**src/rtl/micro_sequencer_if.sv**
```systemverilog
// Control-store / datapath bundle seen by the micro-sequencer.
// master = sequencer side, slave = control store + datapath + memory side.
interface micro_sequencer_if #(
   parameter int ADDR_W  = 11,
   parameter int UWORD_W = 41
);
   logic [UWORD_W-1:0] ROM_DATA;   // microword at ROM_ADDR
   logic [31:0]        IR;         // instruction register
   logic [3:0]         ALU_FLAGS;  // {n,z,v,c} from the ALU this cycle
   logic               MEM_READY;  // memory finishes the current RD/WR
   logic [ADDR_W-1:0]  ROM_ADDR;   // registered microaddress
   logic [3:0]         PSR_NZVC;   // registered condition codes
   logic               STALL;      // datapath must not commit this cycle
   logic               BUS_ERR;    // one-cycle memory-wait timeout pulse

   modport master (
      input  ROM_DATA, IR, ALU_FLAGS, MEM_READY,
      output ROM_ADDR, PSR_NZVC, STALL, BUS_ERR
   );

   modport slave (
      output ROM_DATA, IR, ALU_FLAGS, MEM_READY,
      input  ROM_ADDR, PSR_NZVC, STALL, BUS_ERR
   );
endinterface

```
**src/rtl/micro_sequencer.sv**
```systemverilog
// Micro-sequencer: next-microaddress selection, NZVC register and the
// memory-wait stall / bus-error timeout handshake.
module micro_sequencer #(
   parameter int ADDR_W   = 11,
   parameter int UWORD_W  = 41,
   parameter int MAX_WAIT = 15
) (
   input  logic                CLOCK_50,
   input  logic                RESET_InHigh,
   micro_sequencer_if.master   bus
);

   localparam int CNT_W = $clog2(MAX_WAIT + 1);

   typedef enum logic [1:0] {
      S_INIT,
      S_RUN,
      S_WAIT
   } state_t;

   // microword fields
   logic              f_rd;
   logic              f_wr;
   logic [3:0]        f_alu;
   logic [2:0]        f_cond;
   logic [ADDR_W-1:0] f_jaddr;

   assign f_rd    = bus.ROM_DATA[40];
   assign f_wr    = bus.ROM_DATA[39];
   assign f_alu   = bus.ROM_DATA[17:14];
   assign f_cond  = bus.ROM_DATA[13:11];
   assign f_jaddr = bus.ROM_DATA[10:0];

   // Register-file / mux fields and most of IR belong to the datapath;
   // they are reduced here only so the unused bits stay visible on purpose.
   logic unused_bits;
   assign unused_bits = ^{bus.ROM_DATA[38:18], bus.IR[29:25], bus.IR[18:14], bus.IR[12:0]};

   state_t            state;
   logic [ADDR_W-1:0] rom_addr;
   logic [ADDR_W-1:0] next_addr;
   logic [3:0]        psr;
   logic              bus_err;
   logic [CNT_W-1:0]  wait_cnt;

   logic mem_req;
   logic mem_stall;
   logic stall;
   logic psr_we;

   // RD and WR together are still a single access.
   assign mem_req   = f_rd | f_wr;
   assign mem_stall = mem_req & ~bus.MEM_READY;
   assign stall     = (state == S_INIT) | mem_stall;
   // ALU codes 0000..0011 are the condition-code setting operations.
   assign psr_we    = (f_alu[3:2] == 2'b00) & ~stall;

   // Next microaddress from COND/JADDR, registered flags, IR[13] and opcode decode.
   always_comb begin
      // NOTE: default first so every path assigns next_addr; otherwise a latch is inferred.
      next_addr = rom_addr + ADDR_W'(1);
      case (f_cond)
         3'b000: next_addr = rom_addr + ADDR_W'(1);
         3'b001: if (psr[3]) next_addr = f_jaddr;
         3'b010: if (psr[2]) next_addr = f_jaddr;
         3'b011: if (psr[1]) next_addr = f_jaddr;
         3'b100: if (psr[0]) next_addr = f_jaddr;
         3'b101: if (bus.IR[13]) next_addr = f_jaddr;
         3'b110: next_addr = f_jaddr;
         3'b111: begin
            if (bus.IR[31:30] != 2'b00)
               next_addr = {1'b1, bus.IR[31:30], bus.IR[24:19], 2'b00};
            else
               next_addr = {1'b1, 2'b00, bus.IR[24:22], 3'b000, 2'b00};
         end
         default: next_addr = rom_addr + ADDR_W'(1);
      endcase
   end

   // Sequencer FSM: INIT -> RUN, memory waits hold the address, timeout aborts to 0.
   always_ff @(posedge CLOCK_50 or posedge RESET_InHigh) begin
      if (RESET_InHigh) begin
         state    <= S_INIT;
         rom_addr <= '0;
         bus_err  <= 1'b0;
         wait_cnt <= '0;
      end else begin
         // NOTE: non-blocking assignments so every register samples pre-edge values.
         bus_err <= 1'b0;
         case (state)
            S_INIT: begin
               state <= S_RUN;
            end
            S_RUN: begin
               if (mem_stall)
                  state <= S_WAIT;
               else
                  rom_addr <= next_addr;
            end
            S_WAIT: begin
               if (bus.MEM_READY) begin
                  rom_addr <= next_addr;
                  wait_cnt <= '0;
                  state    <= S_RUN;
               end else if (wait_cnt == CNT_W'(MAX_WAIT - 1)) begin
                  // this is the MAX_WAIT-th wait cycle: abandon the access
                  rom_addr <= '0;
                  bus_err  <= 1'b1;
                  wait_cnt <= '0;
                  state    <= S_RUN;
               end else begin
                  wait_cnt <= wait_cnt + CNT_W'(1);
               end
            end
            default: begin
               state <= S_INIT;
            end
         endcase
      end
   end

   // Condition codes: load ALU flags on cc-setting ops when the datapath commits.
   always_ff @(posedge CLOCK_50 or posedge RESET_InHigh) begin
      if (RESET_InHigh)
         psr <= '0;
      else if (psr_we)
         psr <= bus.ALU_FLAGS;
   end

   assign bus.ROM_ADDR = rom_addr;
   assign bus.PSR_NZVC = psr;
   assign bus.STALL    = stall;
   assign bus.BUS_ERR  = bus_err;

endmodule

```
**src/flat_wrapper.sv**
```systemverilog
// flat-port wrapper written by rule: the top's interface ports become plain ports
module micro_sequencer_flat 
#(
   parameter int ADDR_W   = 11,
   parameter int UWORD_W  = 41,
   parameter int MAX_WAIT = 15
)
  (CLOCK_50, RESET_InHigh, bus_ROM_DATA, bus_IR, bus_ALU_FLAGS, bus_MEM_READY, bus_ROM_ADDR, bus_PSR_NZVC, bus_STALL, bus_BUS_ERR);
  micro_sequencer_if #(.ADDR_W(ADDR_W), .UWORD_W(UWORD_W)) bus_i ();
  input  logic CLOCK_50;
  input  logic RESET_InHigh;
  input wire logic [$bits(bus_i.ROM_DATA)-1:0] bus_ROM_DATA;
  input wire logic [$bits(bus_i.IR)-1:0] bus_IR;
  input wire logic [$bits(bus_i.ALU_FLAGS)-1:0] bus_ALU_FLAGS;
  input wire logic [$bits(bus_i.MEM_READY)-1:0] bus_MEM_READY;
  output wire logic [$bits(bus_i.ROM_ADDR)-1:0] bus_ROM_ADDR;
  output wire logic [$bits(bus_i.PSR_NZVC)-1:0] bus_PSR_NZVC;
  output wire logic [$bits(bus_i.STALL)-1:0] bus_STALL;
  output wire logic [$bits(bus_i.BUS_ERR)-1:0] bus_BUS_ERR;
  assign bus_i.ROM_DATA = bus_ROM_DATA;
  assign bus_i.IR = bus_IR;
  assign bus_i.ALU_FLAGS = bus_ALU_FLAGS;
  assign bus_i.MEM_READY = bus_MEM_READY;
  assign bus_ROM_ADDR = bus_i.ROM_ADDR;
  assign bus_PSR_NZVC = bus_i.PSR_NZVC;
  assign bus_STALL = bus_i.STALL;
  assign bus_BUS_ERR = bus_i.BUS_ERR;
  micro_sequencer #(.ADDR_W(ADDR_W), .UWORD_W(UWORD_W), .MAX_WAIT(MAX_WAIT)) u_core (.CLOCK_50(CLOCK_50), .RESET_InHigh(RESET_InHigh), .bus(bus_i));
endmodule
```
**config.mk**
```make
export PLATFORM = sky130hd
export DESIGN_NAME = micro_sequencer_flat
export DESIGN_NICKNAME = d
export VERILOG_FILES = /design/src/rtl/micro_sequencer_if.sv /design/src/rtl/micro_sequencer.sv /design/src/flat_wrapper.sv
export SDC_FILE = /design/constraint.sdc
export NUM_CORES = 1
export LEC_CHECK = 0
export BUFFER_PORTS_ARGS = -buffer_cell sky130_fd_sc_hd__buf_4
export CORE_MARGIN = 8
export CORE_UTILIZATION = 35
export DETAILED_ROUTE_END_ITERATION = 10
export PLACE_DENSITY = 0.69
export SYNTH_ARGS = -nofsm -noshare
export SYNTH_HDL_FRONTEND = slang
export SYNTH_SLANG_ARGS = --single-unit
```
**constraint.sdc**
```tcl
create_clock -name CLOCK_50 -period 1.95 [get_ports CLOCK_50]
set_input_delay 0.0975 -clock CLOCK_50 [delete_from_list [all_inputs] [get_ports CLOCK_50]]
set_output_delay 0.0975 -clock CLOCK_50 [all_outputs]
set_load 0.005 [all_outputs]
```
Yosys cells after proc, flatten, opt, wreduce, memory -nomap -nowiden
Index checks and enable logic that the tools add are counted.
{"block": "classes", "addsub": 2, "eq_ne": 13, "muxes": 20, "bitwise": 6, "reduce_logical": 7}
{"cell": "11-bit 2-to-1 mux", "n": 8}
{"cell": "11-bit one-hot mux with 8 select lines", "n": 1}
{"cell": "11-bit one-hot mux with 2 select lines", "n": 1}
{"cell": "3-bit == test (second input constant)", "n": 4}
{"cell": "11-bit by 1-bit adder with 11-bit output (second input constant)", "n": 1}
{"cell": "10-bit 2-to-1 mux", "n": 1}
{"cell": "4-bit 2-to-1 mux", "n": 2}
{"cell": "3-bit by 2-bit == test with 1-bit output (second input constant)", "n": 2}
{"cell": "2-bit 2-to-1 mux", "n": 3}
{"cell": "2-bit one-hot mux with 3 select lines", "n": 1}
{"cell": "4-bit by 1-bit adder with 4-bit output (second input constant)", "n": 1}
{"cell": "4-bit == test (second input constant)", "n": 1}
{"cell": "2-bit zero test", "n": 2}
{"cell": "2-bit nonzero test", "n": 2}
{"cell": "3-bit by 1-bit == test with 1-bit output (second input constant)", "n": 1}
{"cell": "3-bit zero test", "n": 1}
{"cell": "1-bit 2-to-1 mux", "n": 3}
{"cell": "3-bit by 2-bit != test with 1-bit output (second input constant)", "n": 1}
{"cell": "3-bit AND reduction", "n": 1}
{"cell": "1-bit AND", "n": 2}
{"cell": "2-bit by 1-bit == test with 1-bit output (second input constant)", "n": 1}
{"cell": "2-bit == test (second input constant)", "n": 1}
{"cell": "2-bit by 1-bit != test with 1-bit output (second input constant)", "n": 1}
{"cell": "2-bit != test (second input constant)", "n": 1}
{"cell": "3 further kinds", "n": 5}
{"block": "word_totals", "ff_bits": 22, "input_bits": 80, "output_inout_bits": 17, "elab_cells": 53}

Longest topological paths before layout
Gate-level depths: netlist of run 1.
{"block": "logic_depth", "word_depth": 5, "depth_mapped": 9, "ltp_nobuf": 7}

Least setup slack after synthesis of run 1
OpenSTA, ideal clock, no wires.
{"block": "synth_timing", "kind": "reg2reg", "start": "reg u_core.wait_cnt[0]", "end": "reg u_core.rom_addr[2] (netlist: u_core.bus.ROM_ADDR[2])", "setup_ns": 0.101, "arrival_ns": 1.614, "required_ns": 1.849, "path_slack_ns": 0.235, "path_stages_with_launch": 10, "path_buffers": 2, "period_less_slack_ns": 1.715, "path_cell_list": "dfrtp_1 > inv_1 > ha_1 > nand3_1 > or3b_1 > buf_2 > a21boi_4 > buf_6 > o31a_1 > o32ai_1"}
{"block": "synth_via", "elab_chain_len": 3}
{"element": "start, declared", "line": "micro_sequencer.sv:44", "rtl": "logic [CNT_W-1:0] wait_cnt;"}
{"element": "start signal, assigned", "line": "micro_sequencer.sv:112", "rtl": "wait_cnt <= wait_cnt + CNT_W'(1);"}
{"element": "4-bit == test", "line": "micro_sequencer.sv:105", "rtl": "end else if (wait_cnt == CNT_W'(MAX_WAIT - 1)) begin"}
{"element": "3-bit by 2-bit != test with 1-bit output (no line)"}
{"element": "3-bit AND reduction (no line)"}
{"element": "end signal, assigned", "line": "micro_sequencer.sv:98", "rtl": "rom_addr <= next_addr;"}
{"element": "end signal, assigned", "line": "micro_sequencer.sv:102", "rtl": "rom_addr <= next_addr;"}
{"element": "end, declared", "line": "micro_sequencer.sv:40", "rtl": "logic [ADDR_W-1:0] rom_addr;"}
Every way passes these cells.
A chain may end at the register's enable or synchronous reset.

Worst setup path in the final report of run 1
{"block": "layout_timing", "start": "reg u_core.psr[3] (netlist: u_core.bus.PSR_NZVC[3])", "end": "reg u_core.rom_addr[4] (netlist: u_core.bus.ROM_ADDR[4])"}
{"block": "layout_via", "elab_chain_len": 4, "word_cells_on_any_way": 5, "classes_between": "mux (5)"}
{"element": "start, declared", "line": "micro_sequencer.sv:42", "rtl": "logic [3:0] psr;"}
{"element": "start signal, assigned", "line": "micro_sequencer.sv:127", "rtl": "psr <= bus.ALU_FLAGS;"}
{"element": "11-bit 2-to-1 mux (*)", "line": "micro_sequencer.sv:64", "rtl": "3'b001: if (psr[3]) next_addr = f_jaddr;"}
{"element": "11-bit one-hot mux with 8 select lines (*)", "line": "micro_sequencer.sv:62", "rtl": "case (f_cond)"}
{"element": "11-bit 2-to-1 mux, on equally long branches", "line": "micro_sequencer.sv:101, micro_sequencer.sv:95"}
{"element": "11-bit one-hot mux with 2 select lines (*)", "line": "micro_sequencer.sv:90", "rtl": "case (state)"}
Mark *: on every way between the ends. The rest lies on a longest branch, timed or not. The select of a mux whose other input is x is not followed.

==> results of run 1 <==
-- flip-flops by register name, indices dropped and copies added, names as in the netlist --
signal / flops
u_core.wait_cnt: 4
u_core.bus.ROM_ADDR: 11
u_core.bus.PSR_NZVC: 4
u_core.state: 2
u_core.bus.BUS_ERR: 1
-- cell families after synthesis --
family | share of synthesized area, %
mux | 4.790
flops | 37.64
fa+ha+maj | 2.567
buf+inv | 7.784
compound gates | 28.40
xor+xnor | 0.5989
simple gates | 18.22
-- cell usage after synthesis (all sizes together) (5+ instances only) --
| library cell | instances |
|---|---|
| o31ai | 7 |
| dfrtp | 22 |
| nand3 | 5 |
| o21ai | 7 |
| buf | 8 |
| o2bb2ai | 7 |
| nor2 | 8 |
| nand2 | 6 |
| mux2 | 5 |
| nor3 | 5 |
| a222oi | 5 |
| inv | 10 |
-- layout make-up --
cell class              instances  share of cell area [%]
multi-input cells             110                   40.92
flip-flops and latches         22                   28.22
repair buffers                 57                   22.07
well taps                      50                   3.207
clock buffers                   3                   2.117
inverters                      10                   1.924
clock inverters                 1                   1.539
-- stage by stage --
stage	instance area [µm²]	instances	worst slack, ns	hold WS, ns	total power [mW]
global route	1951	253	0.02371	0.003252	2.480
global placement	1869	248	0.2098	0.1673	1.859
detailed placement	1869	248	0.1991	0.1698	1.874
finish	1951	253	0.1649	0.004879	2.299
floorplan	1463	153	0.2351	0.08673	1.459
CTS	1951	253	0.1789	0.003362	2.319
-- path summary, 6_finish.rpt --
| path | endpoint | slack, ns |
|---|---|---|
| min in group asynchronous | u_core.bus.PSR_NZVC[3] | 0.42 |
| setup / recovery | u_core.bus.ROM_ADDR[4] | 0.16 |
| hold / removal | u_core.bus.BUS_ERR | 0.005 |
| hold reg to reg | u_core.wait_cnt[3] | 0.49 |
| setup reg to reg | u_core.bus.ROM_ADDR[4] | 0.16 |
| max in group asynchronous | u_core.bus.ROM_ADDR[0] | 1.29 |
-- worst max-delay path, cell delays in order, from the launching register on --
cell and delay (ns):
dfrtp_1 0.43, mux2i_1 0.15, nand3b_1 0.20, and2_0 0.33, a222oi_1 0.43, o2bb2ai_1 0.13
-- routing by layer --
metal / up-vias / routed length [µm] / global-route usage (%)
li1: 678 / - / -
met1: 651 / 1697 / 14.98
met2: 35 / 1920 / 19.41
met3: 7 / 296 / 2.567
met4: 0 / 110 / 6.000
met5: - / 0 / 0
-- cell usage in the layout (no fill, tap or decap), drive strengths merged, types with 3 or more instances in the layout --
cell and n:
o21ai 7, a222oi 5, nand3b 3, nor3 5, o22ai 3, nand3 5
nand2 6, buf 56, o31a 4, a22oi 3, nand2b 4, ha 3
dfrtp 22, clkbuf 3, inv 10, nor2 8, mux2 5, o2bb2ai 7
nor2b 4, o31ai 7, and3 4
-- power by group through the flow --
stage,sequential (mW),clock [mW],combinational (mW)
floorplan,0.823,0,0.637
global placement,0.860,0,1.00
detailed placement,0.858,0,1.02
CTS,0.853,0.446,1.02
global route,0.893,0.462,1.13
finish,0.853,0.438,1.01
-- timing repair --
item / CTS / global route
endpoints found under the hold margin: 22 / 0
hold buffers: 1 / 0
endpoints found under the setup margin: 0 / 0
==> results.md, run 1 <==
- Clock sinks: 22
- CTS resizes: 0
- R2R depth: 5
- Drt first-iter violations: 96
- Top fanout value on the critical path: 7
- Worst-case headroom to the max-slew limit: just under 50%
- Register Area: roughly 550 µm²
- Via density: 5.419
- DRC: 0
- Horiz. Die Dim: about 81 µm
- Final count of negative-setup-slack endpoints: 0
- Post-layout min period: between 1.5 and 2 ns
- CTS H-tree depth: 1
- Clock power share: roughly a fifth
- GP Congestion: 0.8989
- Half-perimeter wire length after detailed placement: slightly above 3 mm
- Total Routed Length: slightly above 4 mm
- Initial Util: 36.57%
- Synth top area cells: dfrtp_1 38%, o2bb2ai_1 4.2%, o31ai_1 3.6%, a222oi_1 3.4%, buf_6 3.1%
- Fraction of final layout cells sized beyond drive strength 1: approximately a third
- Total via count after detailed routing: roughly 1400
- Peak ir drop on the vdd network: between 0.4 and 0.5 mV
- Unrepaired setup endpoints after global routing: false
- Routed length per instance: 15.90 µm
- Number of antenna violations at the first check in global routing: 0
- Required @ worst endpoint: about 2.1 ns
- Netlist area before placement: between 1000 and 1500 µm²
- Clock tree root buffer cell: clkbuf_8
- Fill count: 397
- Count of nets left with antenna violations after detail routing: 0
- Finished Core Util: 48.76%
- Synth Register Bits: 22
- Mean Syn Cell Area: 9.560 µm²
- Number of post-CTS setup repair buffers: 0
- Start-to-end type of the worst setup path: flip-flop to flip-flop
- Type of element launching the critical path: flip-flop
- Multi-input logic area: between 700 and 800 µm²
- Maximum clock path buffer count: 2
- Pin count of the biggest net entering global routing: 23
- Max-cap violations: 0
- Cell area power density: 1178 nW/µm²
- Worst setup skew after layout: approximately 0.0048 ns
- Vias in the first global route: between 1000 and 1500
- Share of total power in sequential cells: a little under two fifths
- IO Port Bufs: 50
- Arrival time at the worst endpoint: a little under 2 ns
- Maximum clock frequency: ~0.56 GHz
- Combinational share of power: 43.8%
- Outcome: complete, no violations
- Period utilization: roughly nine tenths
- Final hold viol count: 0
- Setup tns final: 0 ns
- Synth unique cells: 46
- Fraction of post-synthesis cell area in the top cell type by area: a little under two fifths
- Final slew viol count: 0
- Number of CTS-inserted buffers: 3
- Net count reported at finish: ~290
- Mapped Nets: ~240
- Slew at the pin closest to its max-slew limit: approximately 0.76 ns
- Total overflow reported by the global router: 0
- Die area: ~6500 µm²
- Top Ports: slightly below 100
- Area growth from synthesis to layout: 33.36%
- Synthesized netlist cell count: 153
- Crit Reg-Reg Startpoint: u_core.bus.PSR_NZVC[3]
- Overall global routing resource usage: between 10% and 20%
- Capturing element type of the critical path: flip-flop
- Internal power: 1.453 mW
- Count of inserted antenna diode cells: 0
- HP Class: input port to flip-flop
- Launch point of the critical path: u_core.bus.PSR_NZVC[3]
- Depth of the worst hold-timing path: 2
- TritonCTS clock tree: done
- Async set-or-reset flop fraction in the synthesized netlist: 100.0%
- Number of enable flip-flop cells after synthesis: 0
- Dominant register cell in the synthesized netlist: dfrtp_1
- Count of yosys warnings during synthesis: 0
- Count of TritonRoute iterations in the first routing pass: 5
- Wire length of the first global-routing pass: roughly 6.3 mm
- Biggest area consumer among synthesized cells: dfrtp_1
- Register clock-pin slew on the reported worst setup and hold paths: about 0.090 ns
- Chip height: between 80 and 90 µm
- Leak Pwr: 0.8905 nW
- HP Start: bus_MEM_READY
- Area of the core: roughly 4000 µm²
- Net Sw Frac: between 30% and 40%
- Sequential fraction of the synthesis area: around 38%
- Std-Cell Rows: 23
- Power dissipated by switching net loads: roughly 0.85 mW
- Insertion delay to the later sink of the worst-skew pair: about 0.27 ns
Note: power is estimated with default switching activity, not from simulation.
==> run 2: changes to the inputs <==
--- a/config.mk
+++ b/config.mk
@@ -7,9 +7,8 @@
 export LEC_CHECK = 0
 export BUFFER_PORTS_ARGS = -buffer_cell sky130_fd_sc_hd__buf_4
 export CORE_MARGIN = 8
-export CORE_UTILIZATION = 35
+export CORE_UTILIZATION = 30
 export DETAILED_ROUTE_END_ITERATION = 10
-export PLACE_DENSITY = 0.69
 export SYNTH_ARGS = -nofsm -noshare
 export SYNTH_HDL_FRONTEND = slang
 export SYNTH_SLANG_ARGS = --single-unit
==> run 2 against run 1 <==
Against the previous run:
- first-iteration DRC count decreased by 24%
- combinational power barely moved
- die area rose by 13%
- via count grew 0.88%
- sequential share of layout area down 0.23 points
- flip-flop and latch count is the same
- clock power shrank 2%
- utilization shrank 7.1 points
- wire length up 1.1%
- cell count is 6.3% higher
- register-to-register slack worse by 0.03 ns
- power down 0.22%
- largest cell class unchanged
==> results.md, run 2 (same netlist as run 1, synthesis figures left out) <==
- Peak ir drop on the vdd network: 0.3360 mV
- Clock power share: 18.7%
- Outcome: complete, no violations
- Most common cell after layout, fill and taps aside: buf_4
- Area of the core: 4723 µm²
- TritonCTS clock tree: done
- Total Routed Length: 4.069 mm
- Count of nets left with antenna violations after detail routing: 0
- Cell area power density: 1166 nW/µm²
- Fill count: ~480
- Pin count of the biggest net entering global routing: 23
- Register clock-pin slew on the reported worst setup and hold paths: 0.08 ns
- Clock tree root buffer cell: clkbuf_8
- Number of post-CTS setup repair buffers: 0
- Share of total power in sequential cells: 37.4%
- Longest individual stage delay on the worst path: ~0.43 ns
- Number of CTS-inserted buffers: 3
- Final count of negative-setup-slack endpoints: 0
- Start-to-end type of the worst setup path: flip-flop to flip-flop
- Most frequent cells in the layout: 55 x buf_4, 22 x dfrtp_1, 10 x inv_1
- IO Port Bufs: 50
- Chip height: around 86 µm
- Count of placed standard cells including taps: 264
- Worst-case headroom to the max-slew limit: between 40% and 50%
- Die area: 7366 µm²
- Type of element launching the critical path: flip-flop
- Count of TritonRoute iterations in the first routing pass: 5
- Std-Cell Rows: 25
- Final hold viol count: 0
- Number of antenna violations at the first check in global routing: 0
- Maximum clock path buffer count: 2
- Power dissipated by switching net loads: 0.8429 mW
- Combinational share of power: between 40% and 50%
- Area growth from synthesis to layout: 34.47%
- GP Congestion: just over 0.8
- Vias in the first global route: roughly 1300
- Routed length per instance: about 15 µm
- Insertion delay to the later sink of the worst-skew pair: roughly 0.26 ns
- Arrival time at the worst endpoint: 2.00 ns
- Critical-path cell with the highest stage delay: dfrtp_1
- Net count reported at finish: between 200 and 300
- Net Sw Frac: ~37%
- Unrepaired setup endpoints after global routing: false
- Worst setup skew after layout: between 0.003 and 0.004 ns
- Initial Util: between 30% and 40%
- Horiz. Die Dim: 85.83 µm
- Required @ worst endpoint: 2.13 ns
- Leak Pwr: 0.8872 nW
- Period utilization: between 90% and 100%
- Internal power: 1.451 mW
- Total via count after detailed routing: between 1000 and 1500
- Critical-path cell list: mux2_4 > a221oi_2 > nor2_1 > o31a_1 > o22ai_1
- Final slew viol count: 0
- CTS H-tree depth: 1
- Via density: just over 5
- Wire length of the first global-routing pass: between 6 and 7 mm
- Fraction of final layout cells sized beyond drive strength 1: 34.16%
- Top fanout value on the critical path: 11
- Setup tns final: 0 ns
- Post-layout instance count excluding filler cells: ~270
- DRC: 0
- Slew at the pin closest to its max-slew limit: between 0.8 and 0.9 ns
- Maximum clock frequency: ~0.55 GHz
- Total overflow reported by the global router: 0
- Clock sinks: 22
- Max-cap violations: 0
- Post-layout min period: approximately 1.8 ns
- Drt first-iter violations: 73
- HP Class: input port to flip-flop
- Max reg flops: 11
- Capturing element type of the critical path: flip-flop
- Count of inserted antenna diode cells: 0
- Half-perimeter wire length after detailed placement: ~3.1 mm
- Top Ports: 97
- Overall global routing resource usage: a little over a tenth
[run 2: cell count changes in the layout (fill, tap and decap cells not counted), sizes merged]
cell  delta
buf      -1
[run 2: timing repair]
action | CTS | global route
endpoints found under the hold margin | 22 | 0
endpoints found under the setup margin | 0 | 2
hold buffers | 1 | 0
gates resized for setup | 0 | 2
[run 2: path summary, 6_finish.rpt]
| kind | start | end | slack (ns) | depth (start not counted) |
|---|---|---|---|---|
| max in group asynchronous | RESET_InHigh | u_core.bus.ROM_ADDR[4] | 1.30 | 4 |
| hold reg to reg | u_core.wait_cnt[3] | u_core.wait_cnt[3] | 0.49 | 1 |
| min in group asynchronous | RESET_InHigh | u_core.bus.PSR_NZVC[3] | 0.42 | 4 |
| setup / recovery | u_core.bus.PSR_NZVC[2] | u_core.bus.ROM_ADDR[7] | 0.13 | 5 |
| hold / removal | bus_MEM_READY | u_core.bus.BUS_ERR | 0.02 | 2 |
| setup reg to reg | u_core.bus.PSR_NZVC[2] | u_core.bus.ROM_ADDR[7] | 0.13 | 5 |
[run 2: layer usage]
layer / wire, µm / track usage [%]
met1: 1741 / 13.12
met2: 2070 / 17.63
met3: 221 / 1.910
met4: 36 / 4.299
met5: 0 / 0
[run 2: final cells by class]
cell class / instances / area [µm²] / share of cell area (%)
clock inverter: 1 / 30.03 / 1.527
clock buffer: 3 / 41.29 / 2.099
sequential: 22 / 550.5 / 27.99
tap: 67 / 83.83 / 4.262
inverter: 10 / 37.54 / 1.908
timing repair buffer: 56 / 422.9 / 21.50
multi-input combinational: 110 / 800.8 / 40.71
[run 2: power groups by stage]
stage / Sequential (mW) / Combinational (mW) / Clock, mW
4_1_cts: 0.855 / 1.01 / 0.448
3_3_place_gp: 0.863 / 1.00 / 0
2_1_floorplan: 0.823 / 0.637 / 0
3_5_place_dp: 0.861 / 1.01 / 0
5_1_grt: 0.887 / 1.12 / 0.461
6_report: 0.858 / 1.01 / 0.428
[run 2: critical path: cells and delay by family (launching register included)]
family | cells | cell delay (ns)
flip-flops | 1 | 0.43
AND/OR/NAND/NOR | 1 | 0.26
multiplexers | 1 | 0.29
AO/OA/AOI/OAI | 3 | 0.77
[run 2: stage by stage]
stage          setup slack, ns  area [µm²]  hold WS (ns)  power [mW]  util [%]
6_report                0.1334        1967       0.01630       2.294     41.64
5_1_grt                0.03519        1967      0.005682       2.469     41.64
4_1_cts                 0.1280        1964      0.007141       2.316     41.59
3_5_place_dp            0.1643        1883        0.1705       1.869     39.87
3_3_place_gp            0.1557        1883        0.1697       1.864     39.87
2_1_floorplan           0.2351        1463       0.08673       1.459         -
==> run 3: changes to the inputs <==
--- a/config.mk
+++ b/config.mk
@@ -9,6 +9,7 @@
 export CORE_MARGIN = 8
 export CORE_UTILIZATION = 30
 export DETAILED_ROUTE_END_ITERATION = 10
+export RECOVER_POWER = 50
 export SYNTH_ARGS = -nofsm -noshare
 export SYNTH_HDL_FRONTEND = slang
 export SYNTH_SLANG_ARGS = --single-unit
==> run 3 against run 2 <==
Against the previous run:
- non-clock buffer count stayed put
- maximum frequency up 0.13%
- first-iteration DRC count fell by 1.4%
- clock power about the same
- critical path type unchanged
- largest cell class unchanged
==> results.md, run 3 (same netlist as run 1, synthesis figures left out) <==
- Outcome: complete, no violations
- Start-to-end type of the worst setup path: flip-flop to flip-flop
- Horiz. Die Dim: roughly 86 µm
- Max-cap violations: 0
- DRC: 0
- Final count of negative-setup-slack endpoints: 0
- Half-perimeter wire length after detailed placement: ~3.1 mm
- Clock tree root buffer cell: clkbuf_8
- Wire length of the first global-routing pass: between 6 and 7 mm
- Post-layout min period: between 1.5 and 2 ns
- IO Port Bufs: 50
- Initial Util: slightly above 30%
- Count of TritonRoute iterations in the first routing pass: 6
- Worst hold margin: around 0.016 ns
- GP Congestion: between 0.8 and 0.9
- Count of inserted antenna diode cells: 0
- Top fanout value on the critical path: 11
- Number of antenna violations at the first check in global routing: 0
- Peak ir drop on the vdd network: between 0.3 and 0.4 mV
- Most frequent cells in the layout: 45 x buf_4, 22 x dfrtp_1, 10 x inv_1
- Vias in the first global route: around 1300
- Area growth from synthesis to layout: 33.96%
- Area of the core: around 4700 µm²
- Required @ worst endpoint: between 2 and 2.5 ns
- Total overflow reported by the global router: 0
- Capturing element type of the critical path: flip-flop
- Insertion delay to the later sink of the worst-skew pair: approximately 0.26 ns
- Top Ports: between 90 and 100
- Arrival time at the worst endpoint: around 2 ns
- Fraction of final layout cells sized beyond drive strength 1: about a third
- Slew at the pin closest to its max-slew limit: about 1.2 ns
- Std-Cell Rows: 25
- Leak Pwr: 0.8771 nW
- Maximum clock path buffer count: 2
- Unrepaired setup endpoints after global routing: false
- Worst-case headroom to the max-slew limit: around a fifth
- Post-layout total power: ~2.3 mW
- Period utilization: approximately 93%
- Most common cell after layout, fill and taps aside: buf_4
- Maximum clock frequency: ~0.55 GHz
- Clock sinks: 22
- Die area: 7366 µm²
- CTS H-tree depth: 1
- TritonCTS clock tree: done
- Count of nets left with antenna violations after detail routing: 0
- Max reg flops: 11
- Cell area power density: 1161 nW/µm²
- Setup tns final: 0 ns
- Register clock-pin slew on the reported worst setup and hold paths: ~0.080 ns
- Overall global routing resource usage: a little over a tenth
- Pin count of the biggest net entering global routing: 23
- Routed length per instance: 15.03 µm
- Number of post-CTS setup repair buffers: 0
- Total Routed Length: 4.042 mm
- Drt first-iter violations: 72
- HP Class: input port to flip-flop
- Net count reported at finish: around 290
- Final hold viol count: 0
- Worst setup skew after layout: ~0.0030 ns
- Type of element launching the critical path: flip-flop
- Chip height: about 86 µm
- Number of CTS-inserted buffers: 3
- Via density: around 5.2
- Total via count after detailed routing: 1387
- Final slew viol count: 0
-- run 3: cell types whose count changed in the layout (fill, tap and decap cells not counted), sizes merged --
cell,change
clkbuf,+10
buf,-10
-- run 3: final timing paths --
path / slack (ns) / startpoint / endpoint / depth (start not counted)
worst min register to register: 0.49 / u_core.wait_cnt[3] / u_core.wait_cnt[3] / 1
worst min-delay path: 0.02 / bus_MEM_READY / u_core.bus.BUS_ERR / 2
worst max register to register: 0.14 / u_core.bus.PSR_NZVC[2] / u_core.bus.ROM_ADDR[7] / 5
min in group asynchronous: 0.78 / RESET_InHigh / u_core.bus.PSR_NZVC[3] / 4
max in group asynchronous: 0.46 / RESET_InHigh / u_core.bus.ROM_ADDR[4] / 4
worst max-delay path: 0.14 / u_core.bus.PSR_NZVC[2] / u_core.bus.ROM_ADDR[7] / 5
-- run 3: critical path, stage by stage, from the launching register on --
cell and delay [ns]:
dfrtp_1 0.43, mux2_4 0.29, a221oi_2 0.28, nor2_1 0.26, o31a_1 0.34, o22ai_1 0.15
-- run 3: what timing repair did --
| item | CTS | global route |
|---|---|---|
| endpoints found under the setup margin | 0 | 2 |
| endpoints found under the hold margin | 22 | 0 |
| gates resized for setup | 0 | 2 |
| hold buffers | 1 | 0 |
-- run 3: report_power, final --
group          switching (mW)  total (mW)  internal [mW]
sequential              0.216       0.854          0.638
combinational           0.467       0.992          0.526
clock                   0.155       0.429          0.274
total                   0.837        2.27           1.44
-- run 3: area by class of cell --
class,count,area (µm²)
fill,478,2764
multi-input combinational,110,800.8
sequential,22,550.5
timing repair buffer,56,415.4
tap,67,83.83
clock buffer,3,41.29
inverter,10,37.54
clock inverter,1,30.03
-- run 3: metrics by stage --
stage | area [µm²] | worst slack [ns] | util (%) | instances
6_report | 1959 | 0.1358 | 41.48 | 269
5_1_grt | 1959 | 0.03519 | 41.48 | 269
4_1_cts | 1964 | 0.1280 | 41.59 | 269
3_5_place_dp | 1883 | 0.1643 | 39.87 | 264
3_3_place_gp | 1883 | 0.1557 | 39.87 | 264
2_1_floorplan | 1463 | 0.2351 | - | 153
-- run 3: layer usage --
| layer | track usage (%) | wire length (µm) |
|---|---|---|
| met5 | 0 | 0 |
| met4 | 4.299 | 36 |
| met3 | 1.910 | 195 |
| met2 | 17.63 | 2057 |
| met1 | 13.12 | 1752 |
